$ cat src/rtl/alu_pkg.sv
// alu_pkg
// Shared definitions for the two-port ALU arbiter:
//   - 5-bit ALU opcode constants (codes above OP_SRA execute as ADD)
//   - output-slot state encoding used by alu_arbiter
//   - operand / result widths
package alu_pkg;

    localparam int DATA_W  = 32;
    localparam int OP_W    = 5;
    localparam int SHAMT_W = 5;

    localparam logic [OP_W-1:0] OP_ADD = 5'd0;
    localparam logic [OP_W-1:0] OP_SUB = 5'd1;
    localparam logic [OP_W-1:0] OP_AND = 5'd2;
    localparam logic [OP_W-1:0] OP_OR  = 5'd3;
    localparam logic [OP_W-1:0] OP_SLL = 5'd4;
    localparam logic [OP_W-1:0] OP_SRA = 5'd5;

    // ST_EMPTY: the output register holds nothing.
    // ST_FULL : the output register holds a response owned by one port.
    typedef enum logic {
        ST_EMPTY = 1'b0,
        ST_FULL  = 1'b1
    } state_t;

endpackage

$ cat src/rtl/rr_pick2.sv
// rr_pick2
// Two-way round-robin pick. A grant is only issued when the shared slot
// is free. With a single valid requester that requester wins; with both
// valid, the port named by prio wins.
// Ports:
//   valid_0, valid_1 : request valids
//   prio             : port that wins a simultaneous request
//   free             : shared slot can take a new operation this cycle
//   grant_0, grant_1 : one-hot (or zero) grant
module rr_pick2 (
    input  logic valid_0,
    input  logic valid_1,
    input  logic prio,
    input  logic free,
    output logic grant_0,
    output logic grant_1
);

    assign grant_0 = free && valid_0 && (!valid_1 || (prio == 1'b0));
    assign grant_1 = free && valid_1 && (!valid_0 || (prio == 1'b1));

endmodule

$ cat src/rtl/alu_arbiter.sv
// alu_arbiter
// Two requesters share one combinational ALU followed by a single output
// register. A request is executed in the cycle it is accepted and its
// response appears on the next cycle, held until the owning port takes it.
// A held response blocks both ports; when the owner consumes in the same
// cycle a new operation can be accepted (one operation per cycle).
//
// Handshake semantics (both directions):
//   A request transfers on a rising edge where req_valid_p && req_ready_p.
//   A response transfers on a rising edge where rsp_valid_p && rsp_ready_p.
//   req_ready_p depends only on the valids, prio, state, own and rsp_ready,
//   never on payload data. Response outputs stay stable while
//   rsp_valid_p && !rsp_ready_p.
//
// Ports:
//   clock, reset            : clock, synchronous active-high reset
//   req_valid_p/req_ready_p : request handshake, p = 0/1
//   req_op_p, req_shamt_p   : opcode and shift amount
//   req_a_p, req_b_p        : operands
//   rsp_valid_p/rsp_ready_p : response handshake
//   rsp_result              : registered ALU result (shared)
//   rsp_ne, rsp_lt, rsp_ovf : registered A!=B, signed A<B, signed overflow
//   dbg_state, dbg_own, dbg_prio : internal state for observation
module alu_arbiter
    import alu_pkg::*;
#(
    parameter bit PRIO_INIT = 1'b0
) (
    input  logic               clock,
    input  logic               reset,

    input  logic               req_valid_0,
    output logic               req_ready_0,
    input  logic [OP_W-1:0]    req_op_0,
    input  logic [SHAMT_W-1:0] req_shamt_0,
    input  logic [DATA_W-1:0]  req_a_0,
    input  logic [DATA_W-1:0]  req_b_0,

    input  logic               req_valid_1,
    output logic               req_ready_1,
    input  logic [OP_W-1:0]    req_op_1,
    input  logic [SHAMT_W-1:0] req_shamt_1,
    input  logic [DATA_W-1:0]  req_a_1,
    input  logic [DATA_W-1:0]  req_b_1,

    output logic               rsp_valid_0,
    input  logic               rsp_ready_0,
    output logic               rsp_valid_1,
    input  logic               rsp_ready_1,
    output logic [DATA_W-1:0]  rsp_result,
    output logic               rsp_ne,
    output logic               rsp_lt,
    output logic               rsp_ovf,

    output state_t             dbg_state,
    output logic               dbg_own,
    output logic               dbg_prio
);

    state_t              state;
    logic                own;
    logic                prio;
    logic [DATA_W-1:0]   result_q;
    logic                ne_q;
    logic                lt_q;
    logic                ovf_q;

    logic                consume;
    logic                free;
    logic                grant_0;
    logic                grant_1;
    logic                accept;

    // Selected operands and ALU outputs
    logic [OP_W-1:0]     sel_op;
    logic [SHAMT_W-1:0]  sel_shamt;
    logic [DATA_W-1:0]   sel_a;
    logic [DATA_W-1:0]   sel_b;
    logic [DATA_W-1:0]   sum;
    logic [DATA_W-1:0]   diff;
    logic [DATA_W-1:0]   alu_result;
    logic                alu_ne;
    logic                alu_lt;
    logic                alu_ovf;

    // The owner takes its response this cycle; frees the slot for a
    // back-to-back accept.
    assign consume = (state == ST_FULL) && (own ? rsp_ready_1 : rsp_ready_0);
    assign free    = (state == ST_EMPTY) || consume;

    rr_pick2 u_pick (
        .valid_0 (req_valid_0),
        .valid_1 (req_valid_1),
        .prio    (prio),
        .free    (free),
        .grant_0 (grant_0),
        .grant_1 (grant_1)
    );

    assign accept = grant_0 || grant_1;

    // Reset masks the handshakes so nothing is accepted or offered while
    // reset is held, even though the state registers clear only at the edge.
    assign req_ready_0 = grant_0 && !reset;
    assign req_ready_1 = grant_1 && !reset;
    assign rsp_valid_0 = (state == ST_FULL) && !own && !reset;
    assign rsp_valid_1 = (state == ST_FULL) &&  own && !reset;

    assign rsp_result = result_q;
    assign rsp_ne     = ne_q;
    assign rsp_lt     = lt_q;
    assign rsp_ovf    = ovf_q;

    assign dbg_state = state;
    assign dbg_own   = own;
    assign dbg_prio  = prio;

    // The single shared ALU, fed by the winning port's operands.
    always_comb begin
        sel_op    = grant_1 ? req_op_1    : req_op_0;
        sel_shamt = grant_1 ? req_shamt_1 : req_shamt_0;
        sel_a     = grant_1 ? req_a_1     : req_a_0;
        sel_b     = grant_1 ? req_b_1     : req_b_0;

        sum  = sel_a + sel_b;
        diff = sel_a - sel_b;

        alu_ne = (sel_a != sel_b);
        alu_lt = ($signed(sel_a) < $signed(sel_b));

        // Default covers OP_ADD and every unassigned opcode.
        alu_result = sum;
        alu_ovf    = (sel_a[DATA_W-1] == sel_b[DATA_W-1]) &&
                     (sum[DATA_W-1] != sel_a[DATA_W-1]);

        case (sel_op)
            OP_SUB: begin
                alu_result = diff;
                alu_ovf    = (sel_a[DATA_W-1] != sel_b[DATA_W-1]) &&
                             (diff[DATA_W-1] != sel_a[DATA_W-1]);
            end
            OP_AND: begin
                alu_result = sel_a & sel_b;
                alu_ovf    = 1'b0;
            end
            OP_OR: begin
                alu_result = sel_a | sel_b;
                alu_ovf    = 1'b0;
            end
            OP_SLL: begin
                alu_result = sel_a << sel_shamt;
                alu_ovf    = 1'b0;
            end
            OP_SRA: begin
                alu_result = $unsigned($signed(sel_a) >>> sel_shamt);
                alu_ovf    = 1'b0;
            end
            default: begin
                alu_result = sum;
            end
        endcase
    end

    // Slot FSM with its registered response payload.
    always_ff @(posedge clock) begin
        if (reset) begin
            state    <= ST_EMPTY;
            prio     <= PRIO_INIT;
            own      <= 1'b0;
            result_q <= '0;
            ne_q     <= 1'b0;
            lt_q     <= 1'b0;
            ovf_q    <= 1'b0;
        end else begin
            case (state)
                ST_EMPTY: begin
                    if (accept) begin
                        state    <= ST_FULL;
                        own      <= grant_1;
                        prio     <= ~grant_1;
                        result_q <= alu_result;
                        ne_q     <= alu_ne;
                        lt_q     <= alu_lt;
                        ovf_q    <= alu_ovf;
                    end
                end
                ST_FULL: begin
                    if (accept) begin
                        // Owner consumed and a new op lands in the same edge.
                        state    <= ST_FULL;
                        own      <= grant_1;
                        prio     <= ~grant_1;
                        result_q <= alu_result;
                        ne_q     <= alu_ne;
                        lt_q     <= alu_lt;
                        ovf_q    <= alu_ovf;
                    end else if (consume) begin
                        state <= ST_EMPTY;
                    end
                end
                default: begin
                    state <= ST_EMPTY;
                end
            endcase
        end
    end

endmodule

$ cat config.mk
export PLATFORM = sky130hd
export DESIGN_NAME = alu_arbiter
export DESIGN_NICKNAME = d
export VERILOG_FILES = /design/src/rtl/alu_pkg.sv /design/src/rtl/rr_pick2.sv /design/src/rtl/alu_arbiter.sv
export SDC_FILE = /design/constraint.sdc
export NUM_CORES = 1
export LEC_CHECK = 0
export ABC_AREA = 1
export CAP_MARGIN = 20
export CORE_UTILIZATION = 50
export DETAILED_ROUTE_END_ITERATION = 8
export DONT_BUFFER_PORTS = 1
export PLACE_DENSITY = 0.72
export SETUP_SLACK_MARGIN = 0.1
export SLEW_MARGIN = 20
export SYNTH_ARGS = -nofsm -noshare
export SYNTH_HDL_FRONTEND = slang
export SYNTH_SLANG_ARGS = --single-unit
export TNS_END_PERCENT = 5
$ cat constraint.sdc
create_clock -name clock -period 3.93 [get_ports clock]
set_input_delay 0.5895 -clock clock [delete_from_list [all_inputs] [get_ports clock]]
set_output_delay 0.5895 -clock clock [all_outputs]
set_load 0.01 [all_outputs]
======== Word-level counts from Yosys, hierarchy flattened ========
Cells that the tools add are included.
operators by class
  $add $sub $neg .......................... 2
  $lt $le $gt $ge ......................... 1
  equality and inequality tests ........... 10
  shift operators ......................... 2
  muxes and demuxes ....................... 17
  bitwise gates (word level) .............. 5
  reduce and logical (&&, ||, !) cells .... 22
operator list
  operator                                             number
  case mux 32 bit (5 select lines)                     1
  2-to-1 mux 32 bit                                    3
  adder 32 bit                                         1
  bitwise AND 32 bit                                   1
  less-than comparator 32 bit                          1
  != test 32 bit                                       1
  OR 32 bit                                            1
  left shift 32 x 5 -> 32 bit                          1
  >>> shifter 32 x 5 -> 32 bit                         1
  subtractor 32 bit                                    1
  logical AND 1 bit                                    13
  equality test 5 x 2 -> 1 bit, second input constant  2
  equality test 5 x 3 -> 1 bit, second input constant  2
  2-to-1 mux 5 bit                                     2
  2-to-1 mux 1 bit                                     9
  equality test 5 x 1 -> 1 bit, second input constant  1
  logical NOT 1 bit                                    4
  logical OR 1 bit                                     4
  case mux 1 bit (2 select lines)                      2
  OR reduction 4 bit                                   1
  != test 1 bit                                        3
  inverter 1 bit                                       3
  equality test 1 bit                                  1
word-level totals
  register bits after elaboration ......... 38
  input bits .............................. 154
  output and inout port bits .............. 42

======== Longest topological paths before layout ========
Gate-level depths: netlist (run 1).
  depth in word-level cells ............... 11
  gate-level depth with buffers ........... 28
  mapped depth without buffers ............ 24

======== Modules after synthesis ========
A second synthesis (run 1) with hierarchy kept.
unflattened totals
  cell total of the unflattened synthesis .. 2266
  area total of the unflattened synthesis .. 11524.8 um^2
by module, submodules not included
  module       times used  cells an instance  area each (um^2)
  alu_arbiter  1           2261               11503.5
  rr_pick2     1           5                  21.3

======== Worst setup path after synthesis (run 1) ========
Ideal clock, no wire load.
  kind .................................... input to register
  from .................................... input port rsp_ready_1
  to ...................................... register result_q[18] (netlist: rsp_result[18])
  setup time .............................. 0.117 ns
  arrival ................................. 3.699 ns
  required time ........................... 3.813 ns
  setup slack ............................. 0.114 ns
  stages on the path ...................... 24
  path buffers ............................ 5
  cells stage by stage .................... nand2_1 -> nand3_4 -> nand2_4 -> buf_6 -> buf_4 -> clkbuf_1 -> clkbuf_1 -> nand2_1 -> o21ai_0 -> ha_1 -> clkbuf_1 -> nor2_1 -> inv_1 -> nor2_1 -> inv_1 -> nor3_1 -> nand2_1 -> nand3_1 -> a21oi_1 -> or2_2 -> a31oi_1 -> nand3_1 -> nor2_1 -> nor2_1
on the way
  word-level cells in the longest chain between the ends .. 9
  elaborated cells between the ends (all ways) .. 25
ends and longest elaborated chain
  element                                    RTL line                                text
  from (decl)                                alu_arbiter.sv:49                       input logic rsp_ready_1,
  2-to-1 mux 1 bit *                         alu_arbiter.sv:88                       assign consume = (state == ST_FULL) && (own ? rsp_ready_1 : rsp_ready_0);
  logical AND 1 bit *                        alu_arbiter.sv:88
  logical OR 1 bit *                         alu_arbiter.sv:89                       assign free = (state == ST_EMPTY) || consume;
  logical AND 1 bit (2 in series)            rr_pick2.sv:20                          assign grant_1 = free && valid_1 && (!valid_0 || (prio == 1'b1));
  2-to-1 mux 32 bit (tied with other cells)  alu_arbiter.sv:122                      sel_a = grant_1 ? req_a_1 : req_a_0;
  adder 32 bit (tied with other cells)       alu_arbiter.sv:125                      sum = sel_a + sel_b;
  case mux 32 bit (5 select lines)           alu_arbiter.sv:136                      case (sel_op)
  2-to-1 mux 32 bit                          alu_arbiter.sv:177, alu_arbiter.sv:188
  to (signal assigned)                       alu_arbiter.sv:181                      result_q <= alu_result;
  to (signal assigned)                       alu_arbiter.sv:193                      result_q <= alu_result;
  to (decl)                                  alu_arbiter.sv:63                       logic [DATA_W-1:0] result_q;
Mark *: on every way between the ends. The rest lies on a longest branch, timed or not. The select of a mux whose other input is x is not followed.
A chain may end at the register's enable or synchronous reset.

======== Worst setup path after layout (run 1) ========
  from .................................... register prio (netlist: dbg_prio)
  to ...................................... register result_q[27] (netlist: rsp_result[27])
on the way
  word-level cells in the longest chain between the ends .. 6
  elaborated cells between the ends (all ways) .. 23
ends and longest elaborated chain
  element                                    RTL line                                text
  from (decl)                                alu_arbiter.sv:62                       logic prio;
  from (signal assigned)                     alu_arbiter.sv:180                      prio <= ~grant_1;
  from (signal assigned)                     alu_arbiter.sv:192                      prio <= ~grant_1;
  logical OR 1 bit                           rr_pick2.sv:20
  logical AND 1 bit                          rr_pick2.sv:20
  2-to-1 mux 32 bit (tied with other cells)  alu_arbiter.sv:122
  adder 32 bit (tied with other cells)       alu_arbiter.sv:125
  case mux 32 bit (5 select lines)           alu_arbiter.sv:136
  2-to-1 mux 32 bit                          alu_arbiter.sv:177, alu_arbiter.sv:188
Several ways; a longest one is shown, not always the timed one. The select of a mux whose other input is x is not followed.

==> metrics, run 1 <==
aggregate global-route resource usage=0.471; top area cells in the synthesized netlist=sky130_fd_sc_hd__nand2_1 (20%), sky130_fd_sc_hd__nand3_1 (15%), sky130_fd_sc_hd__ha_1 (11%); Data arrival, critical path=4.00 ns; run status=finished, final reports clean; Final setup viols=0; antenna-violating nets left=0; kind of launch point of the worst setup path=flip-flop; H-tree levels=2; power per standard cell area=about 360 nW/um^2; critical path, cell by cell=inv_2 -> a21oi_4 -> buf_12 -> buf_4 -> buf_12 -> nand3b_1 -> nand2_1 -> inv_1 -> ha_1 -> inv_1 -> nand2_1 -> nand2_1 -> a21oi_1 -> o21ai_0 -> nand2_1 -> nand3_1 -> a21o_1 -> or2_2 -> nand3_1 -> nand3_1 -> nor2_1 -> nor2_1; worst-path cell with the longest stage delay=sky130_fd_sc_hd__ha_1; Cells after Synth=approximately 2.2k; CTS Buf Count=5; slowest cell delay on critical path=between 0.3 and 0.4 ns; grt ovf=0; top-count cell post-synth=sky130_fd_sc_hd__nand2_1; Max Root-Sink Buffers=2; clock transition time at the flip-flop clock pins of the worst setup and hold paths=0.08 ns; Peak Freq=between 200 and 300 MHz; total nets after synthesis=roughly 2.4k; smallest setup slack after layout=roughly 0.14 ns; switching share of power=0.585; Final Hold Violating Endpoints=0; largest fanout on the critical path=25; pin count of the biggest net entering global routing=62; estimated wirelength of the detail-placed design=about 48,000 um; Num Clock Sinks=38; post-synthesis instance area=about 11,000 um^2; overall die width=between 150 and 200 um; Internal=~1900 uW; most common flop cell mapped by yosys=sky130_fd_sc_hd__dfxtp_1; fraction of met2 tracks used by global routing=0.712; Slew @ Worst Pin=0.918 ns; largest area contributor in the synthesized netlist=sky130_fd_sc_hd__nand2_1; antenna violations before repair=1; area growth from synthesis to layout=12.5%; TritonCTS clock tree=built; startpoint-to-endpoint class of the critical path=flip-flop to flip-flop; worst min path class=input pin to flip-flop; clock share of power=0.113; max-slew violation count=0; YS warnings=0; net switching power=2680 uW; relative max-transition margin=0.387; number of enable-type register cells in the synthesized netlist=0; clock latency on the worst-skew pair=roughly 0.31 ns; Nets=around 2.5k; wire length reported by the detailed router=around 57,000 um; Worst Clk Skew=~0.013 ns; Final Non-Filler Cells=between 2k and 3k; final worst-path cycle share=0.966; wire length per cell after detailed routing=22.7 um; Vias=15.5k; RSZ-0062 raised after global routing=true; met3 layer usage reported by global route=0.0967; dpl cells=approximately 2.5k; sequential power share=0.123; total of flip-flops plus latches after synthesis=38; proportion of synthesized flip-flops having asynchronous set or reset=0; static leakage power=about 0.0067 uW; Unique masters post-synth=46; portion of synthesized cell area occupied by the leading cell type=0.205; Ports=between 150 and 200; die extent in y=152 um; 1st-pass router iterations=7; initial drt markers=approximately 2.4k; wire length of the first global-routing pass=approximately 83,000 um; routability cong.=around 1.1; Die Area=23,100 um^2; Std-Cell Core Area=~22,000 um^2; Comb pwr share=0.764; Synth top cells by count=sky130_fd_sc_hd__nand2_1 (612), sky130_fd_sc_hd__nand3_1 (328), sky130_fd_sc_hd__inv_1 (275), sky130_fd_sc_hd__nor2_1 (168), sky130_fd_sc_hd__o21ai_0 (157); portion of the post-synthesis area used by sequential elements=0.0677; Worst IR Drop VDD=approximately 0.22 mV; hold_buf cts=0; initial cell density of the core=0.513; critical path endpoint category=flip-flop; most frequent cell on the critical path=sky130_fd_sc_hd__nand2_1; number of port buffers=0; share of final-layout standard cells stronger than drive strength 1=0.103; # Max-Cap Violations=0; data required time at the worst endpoint=around 4.1 ns; most congested layer reported by global routing=met2; post-route setup TNS=0 ns; Vias per Instance=around 6.2; post-layout minimum cycle time=approximately 3.8 ns; library cell used as clock root buffer=sky130_fd_sc_hd__clkbuf_16; Rows=54; mean instance size in the synthesized netlist=just over 5 um^2; number of inserted filler cells in the final layout=2,339; vias in the first global route=between 10k and 15k; PnR Total Power=~4600 uW; global routing usage on met1=0.614; drc violations=0; pre-CTS setup slack=-0.123 ns
-- critical path, delay by kind of cell, from the launching register on --
kind            cells  cell delay (ns)
flops               1             0.37
compound gates      4             0.81
buf+inv             6             0.75
simple gates       11             1.34
fa+ha+maj           1             0.38
-- layout make-up --
cell class / instances / area (um^2) / area share
well taps: 280 / 350 / 0.0277
clock buffers: 5 / 125 / 0.00990
diodes: 1 / 2.50 / 0.000198
multi-input cells: 1726 / 8920 / 0.705
flip-flops and latches: 38 / 761 / 0.0602
inverters: 289 / 1090 / 0.0859
repair buffers: 168 / 1350 / 0.107
clock inverters: 3 / 45.0 / 0.00356
-- cells in the final DEF, fill, tap and decap left out, types with 31 or more instances in the layout --
cell type,n
sky130_fd_sc_hd__dfxtp_1,38
sky130_fd_sc_hd__buf_4,160
sky130_fd_sc_hd__nand2_1,610
sky130_fd_sc_hd__o21ai_1,33
sky130_fd_sc_hd__nor2_1,168
sky130_fd_sc_hd__nand3_1,328
sky130_fd_sc_hd__ha_1,96
sky130_fd_sc_hd__inv_1,275
sky130_fd_sc_hd__nand3b_1,31
sky130_fd_sc_hd__o21ai_0,152
sky130_fd_sc_hd__a21oi_1,135
-- state kept, by name (all words and copies together), names as in the netlist --
register and flops:
dbg_prio 1, rsp_lt 1, rsp_ne 1, rsp_ovf 1, rsp_result 32, dbg_state 1
dbg_own 1
-- layer usage --
layer,vias up,routed length (um)
met4,0,4200
met3,227,7350
met5,-,0
met2,1235,23800
li1,7166,-
met1,6879,21600
-- kinds of logic (layout without fill, tap and decap cells) --
family,count (synthesis),in the layout,synth area share
other cells,0,1,0
buf+inv,397,465,0.144
flops,38,38,0.0677
xor+xnor,21,21,0.0164
compound gates,380,380,0.182
simple gates,1226,1227,0.479
fa+ha+maj,98,98,0.111
-- path summary, 6_finish.rpt --
kind	startpoint	to	slack [ns]	depth (start not counted)
max	dbg_prio$_SDFFE_PP0P_	rsp_result[27]$_SDFFE_PP0P_	0.14	22
min	reset	dbg_own$_SDFFE_PP0P_	0.33	1
max reg2reg	dbg_prio$_SDFFE_PP0P_	rsp_result[27]$_SDFFE_PP0P_	0.14	22
min reg2reg	rsp_result[29]$_SDFFE_PP0P_	rsp_result[29]$_SDFFE_PP0P_	0.61	2
-- repair_timing --
item                       CTS  global route
pin swaps                    0             3
resized for setup            1            13
setup endpoints to repair    2            25
setup buffers                0             6
cloned                       0             1
-- stage by stage --
| step | cell area [um^2] | util | hold slack, ns |
|---|---|---|---|
| finish | 12600 | 0.577 | 0.334 |
| global route | 12600 | 0.577 | 0.356 |
| CTS | 12500 | 0.573 | 0.345 |
| detailed placement | 12400 | 0.565 | 0.590 |
| global placement | 12400 | 0.565 | 0.583 |
| floorplan | 11200 | - | 0.519 |
-- power by group through the flow --
stage | logic [uW] | registers, uW | clock network, uW
after floorplan | 2040 | 533 | 0
after global placement | 3300 | 567 | 0
after detailed placement | 3300 | 569 | 0
after CTS | 3320 | 561 | 505
after global routing | 3730 | 565 | 515
final | 3500 | 564 | 518
(Power assumes the default switching activity.)
==> inputs of run 2 (changes only) <==
--- a/config.mk
+++ b/config.mk
@@ -11,6 +11,7 @@
 export DETAILED_ROUTE_END_ITERATION = 8
 export DONT_BUFFER_PORTS = 1
 export PLACE_DENSITY = 0.72
+export RECOVER_POWER = 100
 export SETUP_SLACK_MARGIN = 0.1
 export SLEW_MARGIN = 20
 export SYNTH_ARGS = -nofsm -noshare
==> metrics, run 2 (synthesis results as in run 1) <==
Worst IR Drop VDD=between 0.2 and 0.25 mV; hold_buf cts=0; kind of launch point of the worst setup path=flip-flop; Comb pwr share=0.764; power per standard cell area=362 nW/um^2; overall die width=between 150 and 200 um; routability cong.=between 1 and 1.5; vias in the first global route=roughly 14k; wire length per cell after detailed routing=around 23 um; Final Core Density=0.576; sequential power share=0.123; estimated wirelength of the detail-placed design=around 48,000 um; RSZ-0062 raised after global routing=true; antenna violations before repair=1; pre-CTS setup slack=-0.123 ns; clock share of power=0.112; Rows=54; largest fanout on the critical path=25; aggregate global-route resource usage=0.471; library cell used as clock root buffer=sky130_fd_sc_hd__clkbuf_16; max-slew violation count=0; drc violations=0; Peak Freq=265 MHz; switching share of power=0.585; grt ovf=0; reg-to-reg setup timing slack=~0.16 ns; initial drt markers=2,618; Num Clock Sinks=38; TritonCTS clock tree=built; H-tree levels=2; pin count of the biggest net entering global routing=62; Vias=roughly 15k; net switching power=between 2000 and 3000 uW; area growth from synthesis to layout=12.3%; antenna-violating nets left=0; CTS Buf Count=5; Max Root-Sink Buffers=2; wire length reported by the detailed router=56,900 um; final worst-path cycle share=0.960; startpoint-to-endpoint class of the critical path=flip-flop to flip-flop; post-layout minimum cycle time=~3.8 ns; Std-Cell Core Area=21,900 um^2; top library cells by usage in the layout, fill and taps aside=sky130_fd_sc_hd__nand2_1 (611), sky130_fd_sc_hd__nand3_1 (328), sky130_fd_sc_hd__inv_1 (275); Nets=2,480; clock latency on the worst-skew pair=about 0.30 ns; die extent in y=between 150 and 200 um; Worst Clk Skew=slightly below 0.004 ns; data required time at the worst endpoint=around 4.2 ns; wire length of the first global-routing pass=82,800 um; share of final-layout standard cells stronger than drive strength 1=0.100; Slew @ Worst Pin=~0.92 ns; Final Hold Violating Endpoints=0; clock transition time at the flip-flop clock pins of the worst setup and hold paths=0.07 ns; # Max-Cap Violations=0; Ports=a little under 200; worst min path class=input pin to flip-flop; most common cell after layout, fill and taps aside=sky130_fd_sc_hd__nand2_1; area of combinational cells with multiple inputs=around 9000 um^2; 1st-pass router iterations=9; Die Area=between 20,000 and 25,000 um^2; initial cell density of the core=0.513; PnR Total Power=between 4000 and 5000 uW; Data arrival, critical path=approximately 4.0 ns; Vias per Instance=between 6 and 7; critical path endpoint category=flip-flop; Final setup viols=0; number of port buffers=0; register cell area after layout=761 um^2; flip-flop count of the largest register after layout=32; number of inserted filler cells in the final layout=approximately 2.3k; run status=finished, final reports clean; Internal=between 1500 and 2000 uW; static leakage power=0.00671 uW; relative max-transition margin=0.383; smallest setup slack after layout=0.156 ns
run 2: cell types whose count changed in the layout (fill, tap and decap cells not counted), moves of 2 or more:
cell	delta
sky130_fd_sc_hd__buf_4	-11
sky130_fd_sc_hd__clkbuf_1	+5
sky130_fd_sc_hd__clkbuf_2	+2
sky130_fd_sc_hd__clkbuf_4	+4
sky130_fd_sc_hd__o21ai_0	+3
sky130_fd_sc_hd__o21ai_1	-3
run 2: through the flow:
step | setup TNS [ns] | hold WS, ns | area, um^2 | instances
2_1_floorplan | 0 | 0.519 | 11200 | 2160
6_report | 0 | 0.349 | 12600 | 2511
3_3_place_gp | -0.132 | 0.583 | 12400 | 2494
3_5_place_dp | -0.246 | 0.590 | 12400 | 2494
4_1_cts | 0 | 0.345 | 12500 | 2502
5_1_grt | 0 | 0.356 | 12600 | 2509
run 2: per-layer routing:
metal | up-vias | GRT usage | routed length [um]
met5 | - | 0 | 123
met4 | 2 | 0.283 | 4020
met3 | 222 | 0.0967 | 7580
met2 | 1232 | 0.712 | 23800
met1 | 6785 | 0.614 | 21400
li1 | 7169 | - | -
run 2: repair_timing:
action / CTS / global route
pin swaps: 0 / 3
gates cloned: 0 / 1
buffers inserted: 0 / 6
endpoints found under the setup margin: 2 / 25
resized for setup: 1 / 13
run 2: final timing paths:
path | from | to | depth (start not counted)
worst max-delay path | dbg_prio$_SDFFE_PP0P_ | rsp_result[11]$_SDFFE_PP0P_ | 21
worst min-delay path | reset | dbg_own$_SDFFE_PP0P_ | 1
worst max register to register | dbg_prio$_SDFFE_PP0P_ | rsp_result[11]$_SDFFE_PP0P_ | 21
worst min register to register | rsp_result[29]$_SDFFE_PP0P_ | rsp_result[29]$_SDFFE_PP0P_ | 2
run 2: area by class of cell:
cell class              instances  area share
multi-input cells            1726       0.707
well taps                     280      0.0278
clock buffers                   5     0.00992
repair buffers                168       0.105
flip-flops and latches         38      0.0603
inverters                     289      0.0861
clock inverters                 3     0.00357
diodes                          2    0.000397
run 2: power by group through the flow:
stage,registers (uW),logic (uW),clock network [uW]
after floorplan,533,2040,0
after global placement,567,3300,0
after detailed placement,569,3300,0
after CTS,561,3320,505
after global routing,565,3720,515
final,564,3490,512
run 2: worst max-delay path, stage by stage (launching register included):
cell and delay (ns):
sky130_fd_sc_hd__dfxtp_1 0.35, sky130_fd_sc_hd__inv_2 0.06, sky130_fd_sc_hd__a21oi_4 0.16, sky130_fd_sc_hd__buf_12 0.15
sky130_fd_sc_hd__buf_4 0.15, sky130_fd_sc_hd__buf_12 0.16, sky130_fd_sc_hd__nand3_1 0.09, sky130_fd_sc_hd__nand2_1 0.10
sky130_fd_sc_hd__ha_1 0.26, sky130_fd_sc_hd__clkbuf_1 0.14, sky130_fd_sc_hd__a21oi_1 0.16, sky130_fd_sc_hd__nand2_1 0.10
sky130_fd_sc_hd__a21oi_1 0.24, sky130_fd_sc_hd__o21ai_0 0.11, sky130_fd_sc_hd__buf_4 0.16, sky130_fd_sc_hd__nand2_1 0.06
sky130_fd_sc_hd__nand2_1 0.17, sky130_fd_sc_hd__nand3_1 0.13, sky130_fd_sc_hd__nand2_1 0.07, sky130_fd_sc_hd__o21ai_0 0.49
sky130_fd_sc_hd__nand2_1 0.21, sky130_fd_sc_hd__a21oi_1 0.15
